File: config.mk
export PLATFORM = sky130hd
export DESIGN_NAME = fifo_flag_ctrl_flat
export DESIGN_NICKNAME = d
export VERILOG_FILES = /design/src/rtl/fifo_flag_ctrl_if.sv /design/src/rtl/fifo_flag_ctrl.sv /design/src/flat_wrapper.sv
export SDC_FILE = /design/constraint.sdc
export NUM_CORES = 1
export LEC_CHECK = 0
export CORE_MARGIN = 2
export CORE_UTILIZATION = 60
export CTS_CLUSTER_SIZE = 12
export DETAILED_ROUTE_END_ITERATION = 8
export DONT_BUFFER_PORTS = 1
export GPL_TIMING_DRIVEN = 0
export PLACE_DENSITY = 0.74
export SLEW_MARGIN = 40
export SYNTH_ARGS = -nofsm -noshare
export SYNTH_HDL_FRONTEND = slang
export SYNTH_SLANG_ARGS = --single-unit
File: constraint.sdc
create_clock -name clk -period 5.25 [get_ports clk]
set_input_delay 1.05 -clock clk [delete_from_list [all_inputs] [get_ports clk]]
set_output_delay 1.05 -clock clk [all_outputs]
set_load 0.05 [all_outputs]
File: src/rtl/fifo_flag_ctrl_if.sv
// Request/enable handshake plus pointer, occupancy and status bundle for fifo_flag_ctrl.
// master = producer/consumer side, slave = the flag controller.
interface fifo_flag_ctrl_if #(
  parameter int ADDR_WIDTH = 9
);
  logic                  wr_req;
  logic                  rd_req;
  logic                  wr_en;
  logic                  rd_en;
  logic [ADDR_WIDTH:0]   wr_ptr;
  logic [ADDR_WIDTH:0]   rd_ptr;
  logic [ADDR_WIDTH:0]   level;
  logic                  full;
  logic                  empty;
  logic                  almost_full;
  logic                  almost_empty;
  logic                  overflow;
  logic                  underflow;

  modport master (
    output wr_req, rd_req,
    input  wr_en, rd_en, wr_ptr, rd_ptr, level,
    input  full, empty, almost_full, almost_empty, overflow, underflow
  );

  modport slave (
    input  wr_req, rd_req,
    output wr_en, rd_en, wr_ptr, rd_ptr, level,
    output full, empty, almost_full, almost_empty, overflow, underflow
  );
endinterface

File: src/rtl/fifo_flag_ctrl.sv
// FIFO pointer/flag controller: combinational enables, flags registered from next pointers (0 extra latency).
// Requests are dropped when full/empty; define FIFO_ERR_FLAGS_EN to build sticky overflow/underflow flags.
module fifo_flag_ctrl #(
  parameter int ADDR_WIDTH = 9,
  parameter int AF_LEVEL   = (2 ** ADDR_WIDTH) - 4,
  parameter int AE_LEVEL   = 4
) (
  input  logic            clk,
  input  logic            rst,
  fifo_flag_ctrl_if.slave bus
);
  localparam int PW = ADDR_WIDTH + 1;
  localparam logic [ADDR_WIDTH:0] DEPTH_V = {1'b1, {ADDR_WIDTH{1'b0}}};
  localparam logic [ADDR_WIDTH:0] AF_V    = PW'(AF_LEVEL);
  localparam logic [ADDR_WIDTH:0] AE_V    = PW'(AE_LEVEL);

  typedef enum logic [1:0] {
    ST_EMPTY   = 2'd0,
    ST_PARTIAL = 2'd1,
    ST_FULL    = 2'd2
  } state_t;

  state_t              state_q, state_d;
  logic [ADDR_WIDTH:0] wr_ptr_q, rd_ptr_q, level_q;
  logic [ADDR_WIDTH:0] wr_ptr_d, rd_ptr_d, level_d;
  logic                full_q, empty_q, af_q, ae_q;
  logic                wr_en, rd_en;
  logic                full_d, empty_d;

  assign wr_en = bus.wr_req & ~full_q  & ~rst;
  assign rd_en = bus.rd_req & ~empty_q & ~rst;

  assign wr_ptr_d = wr_ptr_q + {{ADDR_WIDTH{1'b0}}, wr_en};
  assign rd_ptr_d = rd_ptr_q + {{ADDR_WIDTH{1'b0}}, rd_en};
  // Modular subtraction keeps occupancy correct across pointer wrap.
  assign level_d  = wr_ptr_d - rd_ptr_d;
  assign empty_d  = (wr_ptr_d == rd_ptr_d);
  assign full_d   = ((wr_ptr_d ^ rd_ptr_d) == DEPTH_V);

  always_comb begin
    state_d = state_q;
    case (state_q)
      ST_EMPTY: begin
        if (wr_en && !rd_en) state_d = ST_PARTIAL;
      end
      ST_PARTIAL: begin
        if (level_d == DEPTH_V)   state_d = ST_FULL;
        else if (level_d == '0)   state_d = ST_EMPTY;
      end
      ST_FULL: begin
        if (rd_en) state_d = ST_PARTIAL;
      end
      default: state_d = ST_EMPTY;
    endcase
  end

  always_ff @(posedge clk) begin
    if (rst) begin
      state_q  <= ST_EMPTY;
      wr_ptr_q <= '0;
      rd_ptr_q <= '0;
      level_q  <= '0;
      full_q   <= 1'b0;
      empty_q  <= 1'b1;
      af_q     <= 1'b0;
      ae_q     <= 1'b1;
    end else begin
      state_q  <= state_d;
      wr_ptr_q <= wr_ptr_d;
      rd_ptr_q <= rd_ptr_d;
      level_q  <= level_d;
      full_q   <= full_d;
      empty_q  <= empty_d;
      af_q     <= (level_d >= AF_V);
      ae_q     <= (level_d <= AE_V);
    end
  end

`ifdef FIFO_ERR_FLAGS_EN
  logic overflow_q, underflow_q;

  // Sticky: only reset clears them.
  always_ff @(posedge clk) begin
    if (rst) begin
      overflow_q  <= 1'b0;
      underflow_q <= 1'b0;
    end else begin
      overflow_q  <= overflow_q  | (bus.wr_req & full_q);
      underflow_q <= underflow_q | (bus.rd_req & empty_q);
    end
  end

  assign bus.overflow  = overflow_q;
  assign bus.underflow = underflow_q;
`else
  assign bus.overflow  = 1'b0;
  assign bus.underflow = 1'b0;
`endif

  assign bus.wr_en        = wr_en;
  assign bus.rd_en        = rd_en;
  assign bus.wr_ptr       = wr_ptr_q;
  assign bus.rd_ptr       = rd_ptr_q;
  assign bus.level        = level_q;
  assign bus.full         = full_q;
  assign bus.empty        = empty_q;
  assign bus.almost_full  = af_q;
  assign bus.almost_empty = ae_q;
endmodule

File: src/flat_wrapper.sv
// flat-port wrapper written by rule: the top's interface ports become plain ports
module fifo_flag_ctrl_flat 
#(
  parameter int ADDR_WIDTH = 9,
  parameter int AF_LEVEL   = (2 ** ADDR_WIDTH) - 4,
  parameter int AE_LEVEL   = 4
)
  (clk, rst, bus_wr_req, bus_rd_req, bus_wr_en, bus_rd_en, bus_wr_ptr, bus_rd_ptr, bus_level, bus_full, bus_empty, bus_almost_full, bus_almost_empty, bus_overflow, bus_underflow);
  fifo_flag_ctrl_if #(.ADDR_WIDTH(ADDR_WIDTH)) bus_i ();
  input  logic clk;
  input  logic rst;
  input wire logic [$bits(bus_i.wr_req)-1:0] bus_wr_req;
  input wire logic [$bits(bus_i.rd_req)-1:0] bus_rd_req;
  output wire logic [$bits(bus_i.wr_en)-1:0] bus_wr_en;
  output wire logic [$bits(bus_i.rd_en)-1:0] bus_rd_en;
  output wire logic [$bits(bus_i.wr_ptr)-1:0] bus_wr_ptr;
  output wire logic [$bits(bus_i.rd_ptr)-1:0] bus_rd_ptr;
  output wire logic [$bits(bus_i.level)-1:0] bus_level;
  output wire logic [$bits(bus_i.full)-1:0] bus_full;
  output wire logic [$bits(bus_i.empty)-1:0] bus_empty;
  output wire logic [$bits(bus_i.almost_full)-1:0] bus_almost_full;
  output wire logic [$bits(bus_i.almost_empty)-1:0] bus_almost_empty;
  output wire logic [$bits(bus_i.overflow)-1:0] bus_overflow;
  output wire logic [$bits(bus_i.underflow)-1:0] bus_underflow;
  assign bus_i.wr_req = bus_wr_req;
  assign bus_i.rd_req = bus_rd_req;
  assign bus_wr_en = bus_i.wr_en;
  assign bus_rd_en = bus_i.rd_en;
  assign bus_wr_ptr = bus_i.wr_ptr;
  assign bus_rd_ptr = bus_i.rd_ptr;
  assign bus_level = bus_i.level;
  assign bus_full = bus_i.full;
  assign bus_empty = bus_i.empty;
  assign bus_almost_full = bus_i.almost_full;
  assign bus_almost_empty = bus_i.almost_empty;
  assign bus_overflow = bus_i.overflow;
  assign bus_underflow = bus_i.underflow;
  fifo_flag_ctrl #(.ADDR_WIDTH(ADDR_WIDTH), .AF_LEVEL(AF_LEVEL), .AE_LEVEL(AE_LEVEL)) u_core (.clk(clk), .rst(rst), .bus(bus_i));
endmodule
==> flow_summary.ini <==
[global_routing]
grt_max_degree = 11
grt_pass1_vias = 1427
gr-total-overflow = 0
antenna_found_initial = 0
grt_use_total = 0.248
grt_first_pass_wirelength_um = 6390

[synthesis]
synth.top_cell.area_share = 0.373
post_synth.cell_area_avg_um2 = 8.81
ys_top_cells_by_area = dfxtp_1 37%, nor2_1 7.8%, ha_1 4.8%, xor2_1 4.8%, xnor2_1 3.8%
synth_commonest_cells = 38 x nor2_1, 34 x dfxtp_1, 10 x nand2_1, 10 x xor2_1
netlist_area_mm2 = 0.00182
yosysTopAreaCell = dfxtp_1
synth.most_common_cell = nor2_1
ys_seq_elements = 34
async_reset_ff_frac = 0
ys_seq_area_frac = 0.373
yosysUniqueCellTypes = 52
synth_edf_count = 0
synth_cells = 207
synthFlopType = dfxtp_1
yosysWarnings = 0

[hold_path]
min_from = rst
min_delay_worst_endpoint = u_core.bus.rd_ptr[0]$_SDFF_PP0_
hold_class = input pin to flop
min_path_cells = 1

[floorplanning]
core_mm2 = 0.00298
die_area_mm2 = 0.00350
ios = 42
rows = 20
die_h_um = 59.1
start_util = 0.612
die_x_um = 59.1

[routing]
dr.pass1.iters = 4
drc_errors = 0
vias = 1531
wirelength_um = 3960
ant_nets = 0
drt-initial-drc-count = 63
vias_per_cell = 6.15
drt-wirelength-per-cell_um = 15.9

[layout]
nets = 227
drive_above_1_share = 0.106
postLayoutCoreUtil = 0.655
antennaDiodeCount = 0
syn_to_final_growth_pct = 7.00

[setup_path]
critPathRequiredTime_ns = 5.52
endpoint_kind = flop
path_class = input pin to flop
startpoint_type = input pin
critPathMaxFanout = 10
crit_arrival_ns = 4.91
rr_endpoint = u_core.bus.almost_full$_SDFF_PP0_
rrSetupSlack_ns = 1.15
reg2reg_from = u_core.bus.full$_SDFF_PP0_
reg2regPathDepth = 13

[place]
gp_congestion = 0.915
portBuffers = 0
dp_hpwl_um = 3060

[clock_tree]
cts_tree = built
clk_latency_ns = 0.34
cts_htree_levels = 2
numCtsBuffers = 5
clkSlewWorstSetupHoldPaths_ns = 0.10
cts_sinks = 34
clk_path_buf_depth = 2
postCtsSetupRepairBufs = 0
cts_hold_buf = 0
ctsResizeCount = 0
cts_root_buf = clkbuf_4

[outcome]
status = complete, no violations

[sta]
fin_tns_setup_ns = 0
skew_ns = 0.00713
finalHoldViolations = 0
fin_crit_sh = 0.884
slew_viol_final = 0
fmax_mhz = 216
finalSetupViolCount = 0
slew_headroom = 0.526
layout_min_cycle_time_ns = 4.64
rsz0062_at_grt = no
tightest_slew_ns = 0.710

[power]
p_per_area_mw_per_mm2 = 274
leakagePower_nw = 0.772
worst_ir_drop_vdd_mv = 0.153

[flow_run]
maxCapViolCount = 0
## per-stage QoR
stage          cell area, um2  cells  power (mW)  setup WS, ns  hold WS [ns]
6_report                 1950    249       0.534         0.610         0.772
5_1_grt                  1950    249       0.558         0.438         0.769
4_1_cts                  1950    249       0.539         0.649         0.770
3_5_place_dp             1890    241       0.390         0.300         0.833
2_1_floorplan            1840    208       0.375         0.458         0.793
3_3_place_gp             1880    241       0.387        0.0941         0.818
## worst max path at each step
stage | start | to | slack [ns]
floorplan | rst | u_core.bus.almost_full$_SDFF_PP0_ | 0.46
finish | rst | u_core.bus.almost_full$_SDFF_PP0_ | 0.61
global placement | rst | u_core.bus.almost_full$_SDFF_PP0_ | 0.09
detailed placement | rst | u_core.bus.almost_full$_SDFF_PP0_ | 0.30
global route | rst | u_core.bus.almost_full$_SDFF_PP0_ | 0.44
CTS | rst | u_core.bus.almost_full$_SDFF_PP0_ | 0.65
## kinds of logic (layout without fill, tap and decap cells)
kind of cell    after synthesis  in the layout  synth area share
other cells                   1              2           0.00206
fa+ha+maj                     9              9            0.0645
xor+xnor                     19             19            0.0954
simple gates                 97             97             0.270
buf+inv                      10             18            0.0268
compound gates               37             37             0.167
flops                        34             34             0.373
## critical path: stages
cell,delay (ns)
clkbuf_1,0.30
nor3b_4,0.67
ha_1,0.36
inv_1,0.07
ha_1,0.14
inv_1,0.06
fa_1,0.41
nor3_1,0.25
a221oi_2,0.08
a2111oi_2,0.55
nor2_1,0.14
xnor2_1,0.18
or4_1,0.52
o22ai_2,0.12
## sequential cells by signal, summed over array words and instances, names as in the netlist
register and count:
u_core.bus.level 10, u_core.bus.rd_ptr 10, u_core.bus.wr_ptr 10, u_core.bus.almost_empty 1, u_core.bus.almost_full 1, u_core.bus.empty 1
u_core.bus.full 1
## routing by layer
layer	vias to the layer above	routed length, um	GRT usage
met3	9	297	0.0742
met1	694	1680	0.308
met4	0	55	0.0812
li1	763	-	-
met2	65	1920	0.410
met5	-	0	0
## layout by cell type (no fill, tap or decap), types with 5 or more instances in the layout
cell | netlist | final
nand4_1 | 5 | 5
nand2_1 | 10 | 10
xor2_1 | 10 | 10
nor3_1 | 6 | 6
nor2_1 | 38 | 38
clkbuf_4 | 0 | 5
dfxtp_1 | 34 | 34
a21oi_1 | 5 | 5
nand3_1 | 8 | 8
xnor2_1 | 8 | 8
ha_1 | 7 | 7
and2_1 | 7 | 7
## final cells by class
class | count | area [um2]
Sequential cell | 34 | 681
Clock buffer | 7 | 55.1
Fill cell | 277 | 1030
Tap cell | 33 | 41.3
Inverter | 4 | 15.0
Clock inverter | 1 | 5.00
Multi-Input combinational cell | 164 | 1120
Buffer | 6 | 33.8
## report_power, final
group / total (mW) / switching [mW] / internal, mW
sequential: 0.316 / 0.0463 / 0.269
combinational: 0.0676 / 0.0389 / 0.0287
clock: 0.151 / 0.0858 / 0.0649
total: 0.534 / 0.171 / 0.363
(Power assumes the default switching activity.)
